`config.mk`:
```
export PLATFORM = sky130hd
export DESIGN_NAME = display_scan_ctrl_flat
export DESIGN_NICKNAME = d
export VERILOG_FILES = /design/src/rtl/display_scan_ctrl_pkg.sv /design/src/rtl/display_scan_ctrl_if.sv /design/src/rtl/display_scan_ctrl_bin2bcd.sv /design/src/rtl/display_scan_ctrl.sv /design/src/flat_wrapper.sv
export SDC_FILE = /design/constraint.sdc
export NUM_CORES = 1
export LEC_CHECK = 0
export ABC_AREA = 1
export CORE_UTILIZATION = 50
export CTS_CLUSTER_DIAMETER = 50
export DETAILED_ROUTE_END_ITERATION = 10
export PLACE_DENSITY = 0.71
export SYNTH_ARGS = -nofsm -noshare
export SYNTH_HDL_FRONTEND = slang
export SYNTH_SLANG_ARGS = --single-unit
```
`constraint.sdc`:
```
create_clock -name clk -period 4.4 [get_ports clk]
set_input_delay 1.32 -clock clk [delete_from_list [all_inputs] [get_ports clk]]
set_output_delay 1.32 -clock clk [all_outputs]
set_load 0.05 [all_outputs]
```
`src/rtl/display_scan_ctrl_pkg.sv`:
```
// Shared constants and types for the calculator display path: digit count,
// dash code, default value width and the double-dabble nibble adjust.
package calc_disp_pkg;

   localparam int NUM_DIGITS    = 4;
   localparam int VAL_W_DEFAULT = 14;
   localparam int BCD_W         = 4 * NUM_DIGITS;

   typedef logic [3:0] bcd_nibble_t;

   localparam bcd_nibble_t DIGIT_MINUS = 4'hF;

   // Converter FSM encoding, also visible on the bus for checkers.
   localparam logic [0:0] CONV_IDLE = 1'b0;
   localparam logic [0:0] CONV_RUN  = 1'b1;

   function automatic bcd_nibble_t dd_adjust(input bcd_nibble_t n);
      return (n >= 4'd5) ? n + 4'd3 : n;
   endfunction

endpackage

```
`src/rtl/display_scan_ctrl_if.sv`:
```
// Bus between the calculator core (master) and the display scan controller (slave).
// load is a one-cycle strobe sampled with value_in; it is accepted only while busy=0.
interface display_scan_ctrl_if #(parameter int VAL_W = 14);

   logic signed [VAL_W-1:0] value_in;
   logic                    load;
   logic [3:0]              digit;
   logic [3:0]              an;
   logic                    busy;
   logic                    ovf;
   logic [0:0]              conv_state;

   modport master (
      output value_in, load,
      input  digit, an, busy, ovf, conv_state
   );

   modport slave (
      input  value_in, load,
      output digit, an, busy, ovf, conv_state
   );

endinterface

```
`src/rtl/display_scan_ctrl_bin2bcd.sv`:
```
// Iterative double-dabble: one add-3/shift step per cycle, VAL_W cycles per value.
// done and bcd are combinational so the final step lands in the caller's register.
module bin2bcd_seq
   import calc_disp_pkg::*;
#(
   parameter int VAL_W = VAL_W_DEFAULT
) (
   input  logic             clk,
   input  logic             rst,
   input  logic             start,
   input  logic [VAL_W-1:0] bin,
   output logic             busy,
   output logic             done,
   output logic [BCD_W-1:0] bcd,
   output logic [0:0]       state
);

   localparam int CNT_W = $clog2(VAL_W);

   logic [0:0]       state_q, state_d;
   logic [CNT_W-1:0] cnt_q, cnt_d;
   logic [BCD_W-1:0] bcd_q, bcd_d, bcd_adj, bcd_sh;
   logic [VAL_W-1:0] bin_q, bin_d, bin_sh;

   always_comb begin
      bcd_adj = '0;
      for (int i = 0; i < NUM_DIGITS; i++) begin
         bcd_adj[i*4 +: 4] = dd_adjust(bcd_q[i*4 +: 4]);
      end
      {bcd_sh, bin_sh} = {bcd_adj, bin_q} << 1;

      state_d = state_q;
      cnt_d   = cnt_q;
      bcd_d   = bcd_q;
      bin_d   = bin_q;
      if (state_q == CONV_IDLE) begin
         if (start) begin
            state_d = CONV_RUN;
            cnt_d   = '0;
            bcd_d   = '0;
            bin_d   = bin;
         end
      end else begin
         bcd_d = bcd_sh;
         bin_d = bin_sh;
         cnt_d = cnt_q + CNT_W'(1);
         if (cnt_q == CNT_W'(VAL_W - 1)) begin
            state_d = CONV_IDLE;
         end
      end
   end

   always_ff @(posedge clk) begin
      if (rst) begin
         state_q <= CONV_IDLE;
         cnt_q   <= '0;
         bcd_q   <= '0;
         bin_q   <= '0;
      end else begin
         state_q <= state_d;
         cnt_q   <= cnt_d;
         bcd_q   <= bcd_d;
         bin_q   <= bin_d;
      end
   end

   assign busy  = (state_q == CONV_RUN);
   assign done  = busy && (cnt_q == CNT_W'(VAL_W - 1));
   assign bcd   = bcd_sh;
   assign state = state_q;

endmodule

```
`src/rtl/display_scan_ctrl.sv`:
```
// Display feeder: range-checks a signed value, converts it to BCD, and scans the
// four digits onto a common-anode display with anode and digit registered together.
module display_scan_ctrl
   import calc_disp_pkg::*;
#(
   parameter int VAL_W        = VAL_W_DEFAULT,
   parameter int DIGIT_CYCLES = 100000
) (
   input  logic clk,
   input  logic rst,
   display_scan_ctrl_if.slave bus
);

   localparam int REF_W = $clog2(DIGIT_CYCLES);
   localparam int IDX_W = $clog2(NUM_DIGITS);
   localparam logic signed [VAL_W-1:0] MIN_SHOWN = -999;

   bcd_nibble_t      disp_q [NUM_DIGITS];
   bcd_nibble_t      disp_d [NUM_DIGITS];
   logic             ovf_q, ovf_d;
   logic             neg_q, neg_d;
   logic [REF_W-1:0] ref_q, ref_d;
   logic [IDX_W-1:0] idx_q, idx_d;
   logic [3:0]       an_q, an_d;
   bcd_nibble_t      digit_q, digit_d;

   logic             conv_busy, conv_done, conv_start, accept, too_neg;
   logic [VAL_W-1:0] mag;
   logic [BCD_W-1:0] conv_bcd;

   assign accept     = bus.load && !conv_busy;
   assign too_neg    = $signed(bus.value_in) < MIN_SHOWN;
   assign mag        = bus.value_in[VAL_W-1] ? (~bus.value_in + VAL_W'(1)) : bus.value_in;
   assign conv_start = accept && !too_neg;

   bin2bcd_seq #(.VAL_W(VAL_W)) u_bin2bcd (
      .clk   (clk),
      .rst   (rst),
      .start (conv_start),
      .bin   (mag),
      .busy  (conv_busy),
      .done  (conv_done),
      .bcd   (conv_bcd),
      .state (bus.conv_state)
   );

   always_comb begin
      disp_d = disp_q;
      ovf_d  = ovf_q;
      neg_d  = neg_q;
      if (accept) begin
         if (too_neg) begin
            ovf_d = 1'b1;
            for (int i = 0; i < NUM_DIGITS; i++) disp_d[i] = DIGIT_MINUS;
         end else begin
            ovf_d = 1'b0;
            neg_d = bus.value_in[VAL_W-1];
         end
      end
      // Digits swap in all at once so a half-converted value is never shown.
      if (conv_done) begin
         for (int i = 0; i < NUM_DIGITS; i++) disp_d[i] = conv_bcd[i*4 +: 4];
         if (neg_q) disp_d[NUM_DIGITS-1] = DIGIT_MINUS;
      end

      if (ref_q == REF_W'(DIGIT_CYCLES - 1)) begin
         ref_d = '0;
         idx_d = idx_q + IDX_W'(1);
      end else begin
         ref_d = ref_q + REF_W'(1);
         idx_d = idx_q;
      end
      // Anode and digit come from the same next index so they always agree.
      an_d    = ~(4'b0001 << idx_d);
      digit_d = disp_q[idx_d];
   end

   always_ff @(posedge clk) begin
      if (rst) begin
         for (int i = 0; i < NUM_DIGITS; i++) disp_q[i] <= '0;
         ovf_q   <= 1'b0;
         neg_q   <= 1'b0;
         ref_q   <= '0;
         idx_q   <= '0;
         an_q    <= 4'b1110;
         digit_q <= '0;
      end else begin
         disp_q  <= disp_d;
         ovf_q   <= ovf_d;
         neg_q   <= neg_d;
         ref_q   <= ref_d;
         idx_q   <= idx_d;
         an_q    <= an_d;
         digit_q <= digit_d;
      end
   end

   assign bus.digit = digit_q;
   assign bus.an    = an_q;
   assign bus.busy  = conv_busy;
   assign bus.ovf   = ovf_q;

endmodule

```
`src/flat_wrapper.sv`:
```
// flat-port wrapper written by rule: the top's interface ports become plain ports
module display_scan_ctrl_flat import calc_disp_pkg::*;
#(
   parameter int VAL_W        = VAL_W_DEFAULT,
   parameter int DIGIT_CYCLES = 100000
)
  (clk, rst, bus_value_in, bus_load, bus_digit, bus_an, bus_busy, bus_ovf, bus_conv_state);
  display_scan_ctrl_if #(.VAL_W(VAL_W)) bus_i ();
  input  logic clk;
  input  logic rst;
  input wire logic [$bits(bus_i.value_in)-1:0] bus_value_in;
  input wire logic [$bits(bus_i.load)-1:0] bus_load;
  output wire logic [$bits(bus_i.digit)-1:0] bus_digit;
  output wire logic [$bits(bus_i.an)-1:0] bus_an;
  output wire logic [$bits(bus_i.busy)-1:0] bus_busy;
  output wire logic [$bits(bus_i.ovf)-1:0] bus_ovf;
  output wire logic [$bits(bus_i.conv_state)-1:0] bus_conv_state;
  assign bus_i.value_in = bus_value_in;
  assign bus_i.load = bus_load;
  assign bus_digit = bus_i.digit;
  assign bus_an = bus_i.an;
  assign bus_busy = bus_i.busy;
  assign bus_ovf = bus_i.ovf;
  assign bus_conv_state = bus_i.conv_state;
  display_scan_ctrl #(.VAL_W(VAL_W), .DIGIT_CYCLES(DIGIT_CYCLES)) u_core (.clk(clk), .rst(rst), .bus(bus_i));
endmodule
```
==> reports/results.ini <==
[timing]
tightest_slew_ns=0.713
skew_ns=0.0169
holdWs_ns=0.431
timing_hold_violations_final=0
period_minus_slack_ns=3.19
post-route-period-util=0.725
final.setup.tns_ns=0
slew_headroom=0.523
max_freq_mhz=313
slew_violations=0
rsz0062_at_grt=no
setup_viol=0

[critical_path]
setup.worst_path.class=input pin to register
timing.critical_path.fanout_max=41
startpoint_type=input pin
arrival_ns=3.47
crit_required_ns=4.68
critPathCaptureType=register

[route]
drt_iter0_drc=214
final_antenna_net_count=0
drt-total-wl_um=8620
wl_per_cell_um=11.7
drc=0
dr.pass1.iters=5
via_per_inst=5.12
via_count=3777

[placed_design]
dp_hpwl_um=6040
dp.cells=721
io_buffers=27
routabilityCongestion=0.846

[logic_synthesis]
synth_top_cell_area_share=0.381
synthArstFlopShare=0
synth_nets=640
dominantRegCellSynth=dfxtp_1
yosysMostFrequentCell=nand2_1
syn-cell-area_um2=4210
ys_warn_count=0
yosys-top-cells-area=dfxtp_1, nand2_1, nand3_1
synthCells=611
synth_edf_count=0
seq_area_frac_synth=0.381
ys_ff_latch=80
ys_top_cells_by_count=nand2_1, inv_1, dfxtp_1
syn_area_per_cell_um2=6.88
yosysUniqueCellTypes=38
yosys.area.top_type=dfxtp_1

[floorplanning]
die_area_um2=8780
pin_count=28
start_util=0.514
die_h_um=93.7
die_w_um=93.7
design.core.area_um2=8180
rows=33

[power_and_ir_drop]
swShare=0.262
p_seq_frac=0.498
combPwrFrac=0.105
internal-power_mw=1.13
p_total_mw=1.53
power.net_switching_mw=0.401
power_leakage_nw=2.08
ir_worst_vdd_uv=174
clkPwrFrac=0.397
powerDensity_nw_per_um2=325

[cells_and_area]
fin_util=0.577
instances_no_fill=737
nets=656
area_delta_synth_final_pct=12.3
drive_gt1_frac=0.0696
diodes=0

[flow_run]
maxCapViolCount=0

[clocking]
cts_tree=built
clock_path_buffers=2
post_cts_resized=0
post-cts-setup-buffer-count=0
clock-root-buffer=clkbuf_8
cts_sinks=80
insertion_delay_ns=0.35
numCtsBuffers=9
cts_max_level=3
cts.reportedPaths.clkPinSlew_ns=0.08
cts_hold_buf=0

[global_routing]
gr-total-overflow=0
grt_pass1_wl_um=14900
antenna_found_initial=0
grt_util_all_layers=0.213
grt_pass1_vias=3429
grt_max_degree=45

[hold_path]
hold_path_class=register to register

[status]
status=finished, final reports clean

-- worst paths after layout --
check	start	to	slack [ns]	depth (start not counted)
worst max-delay path	bus_value_in[0]	u_core.u_bin2bcd.bin_q[1]$_SDFFE_PP0P_	1.21	12
worst min-delay path	u_core.idx_q[1]$_SDFF_PP0_	u_core.bus.an[3]$_SDFF_PP1_	0.43	1
worst max register to register	u_core.u_bin2bcd.busy$_SDFF_PP0_	u_core.u_bin2bcd.bin_q[1]$_SDFFE_PP0P_	1.82	8
worst min register to register	u_core.idx_q[1]$_SDFF_PP0_	u_core.bus.an[3]$_SDFF_PP1_	0.43	1
-- cells in the final DEF, fill, tap and decap left out, types with 2 or more instances in the layout --
cell type,synthesis,layout
a21oi_1,52,52
a31oi_1,2,2
buf_4,6,4
bufinv_16,0,2
clkbuf_8,0,9
clkdlybuf4s50_1,0,27
dfxtp_1,80,80
ha_1,12,12
inv_1,85,85
inv_2,3,3
inv_6,0,2
nand2_1,127,127
nand2_2,4,4
nand3_1,69,69
nand3_2,3,3
nand4_1,8,8
nor2_1,51,51
nor2_2,6,6
nor2_4,2,2
nor3_1,5,5
nor3b_1,3,3
o21a_1,2,2
o21ai_0,38,38
o21bai_1,7,7
or2_0,3,3
or2_2,2,2
xor2_1,10,10
-- cell type report --
cell class | count | area [um^2]
clock buffer | 9 | 124
clock inverter | 7 | 101
fill | 752 | 3450
inverter | 88 | 330
multi-input combinational | 417 | 2130
sequential | 80 | 1600
tap | 105 | 131
timing repair buffer | 31 | 300
-- through the flow --
stage / cell area [um^2] / worst slack [ns]
global route: 4720 / 0.957
CTS: 4720 / 1.21
finish: 4720 / 1.21
floorplan: 4210 / 1.89
detailed placement: 4500 / 0.852
global placement: 4500 / 0.907
-- state kept, by name (all words and copies together) (netlist names) --
register / cells
u_core.ref_q: 17
u_core.u_bin2bcd.bcd_q: 16
u_core.idx_q: 2
u_core.disp_q: 16
u_core.u_bin2bcd.cnt_q: 4
u_core.bus.digit: 4
u_core.bus.an: 4
u_core.neg_q: 1
u_core.u_bin2bcd.busy: 1
u_core.u_bin2bcd.bin_q: 14
u_core.bus.ovf: 1
-- worst max-delay path, stage by stage --
cell and delay [ns]:
clkdlybuf4s50_1 0.47, inv_1 0.07, ha_1 0.24, nand2_1 0.08
nand3_1 0.07, nand3_1 0.07, nand2_1 0.07, nand2_2 0.13
nand2_2 0.43, o21ai_0 0.32, inv_1 0.06, a21oi_1 0.13
-- power by group through the flow --
stage | Sequential [mW] | Clock, mW | Combinational, mW
floorplan | 0.789 | 0 | 0.106
global placement | 0.781 | 0 | 0.158
detailed placement | 0.782 | 0 | 0.161
CTS | 0.765 | 0.625 | 0.162
global route | 0.769 | 0.657 | 0.182
finish | 0.765 | 0.609 | 0.161
-- logic make-up after synthesis --
kind of cell	after synthesis	synth area share
and+or+nand+nor	286	0.307
buffers and inverters	114	0.112
AOI/OAI and AO/OA	108	0.141
DFF	80	0.381
adders and majority gates	12	0.0357
xor gates and xnor gates	11	0.0229
-- layer usage --
layer  up-vias  global-route usage  part of all wire
met5         -                   0                 0
met4         0              0.0885             0.013
met3         8              0.0332             0.038
met2        83               0.373              0.49
met1      1694               0.259              0.46
li1       1992                   -                 -
(Power assumes the default switching activity.)
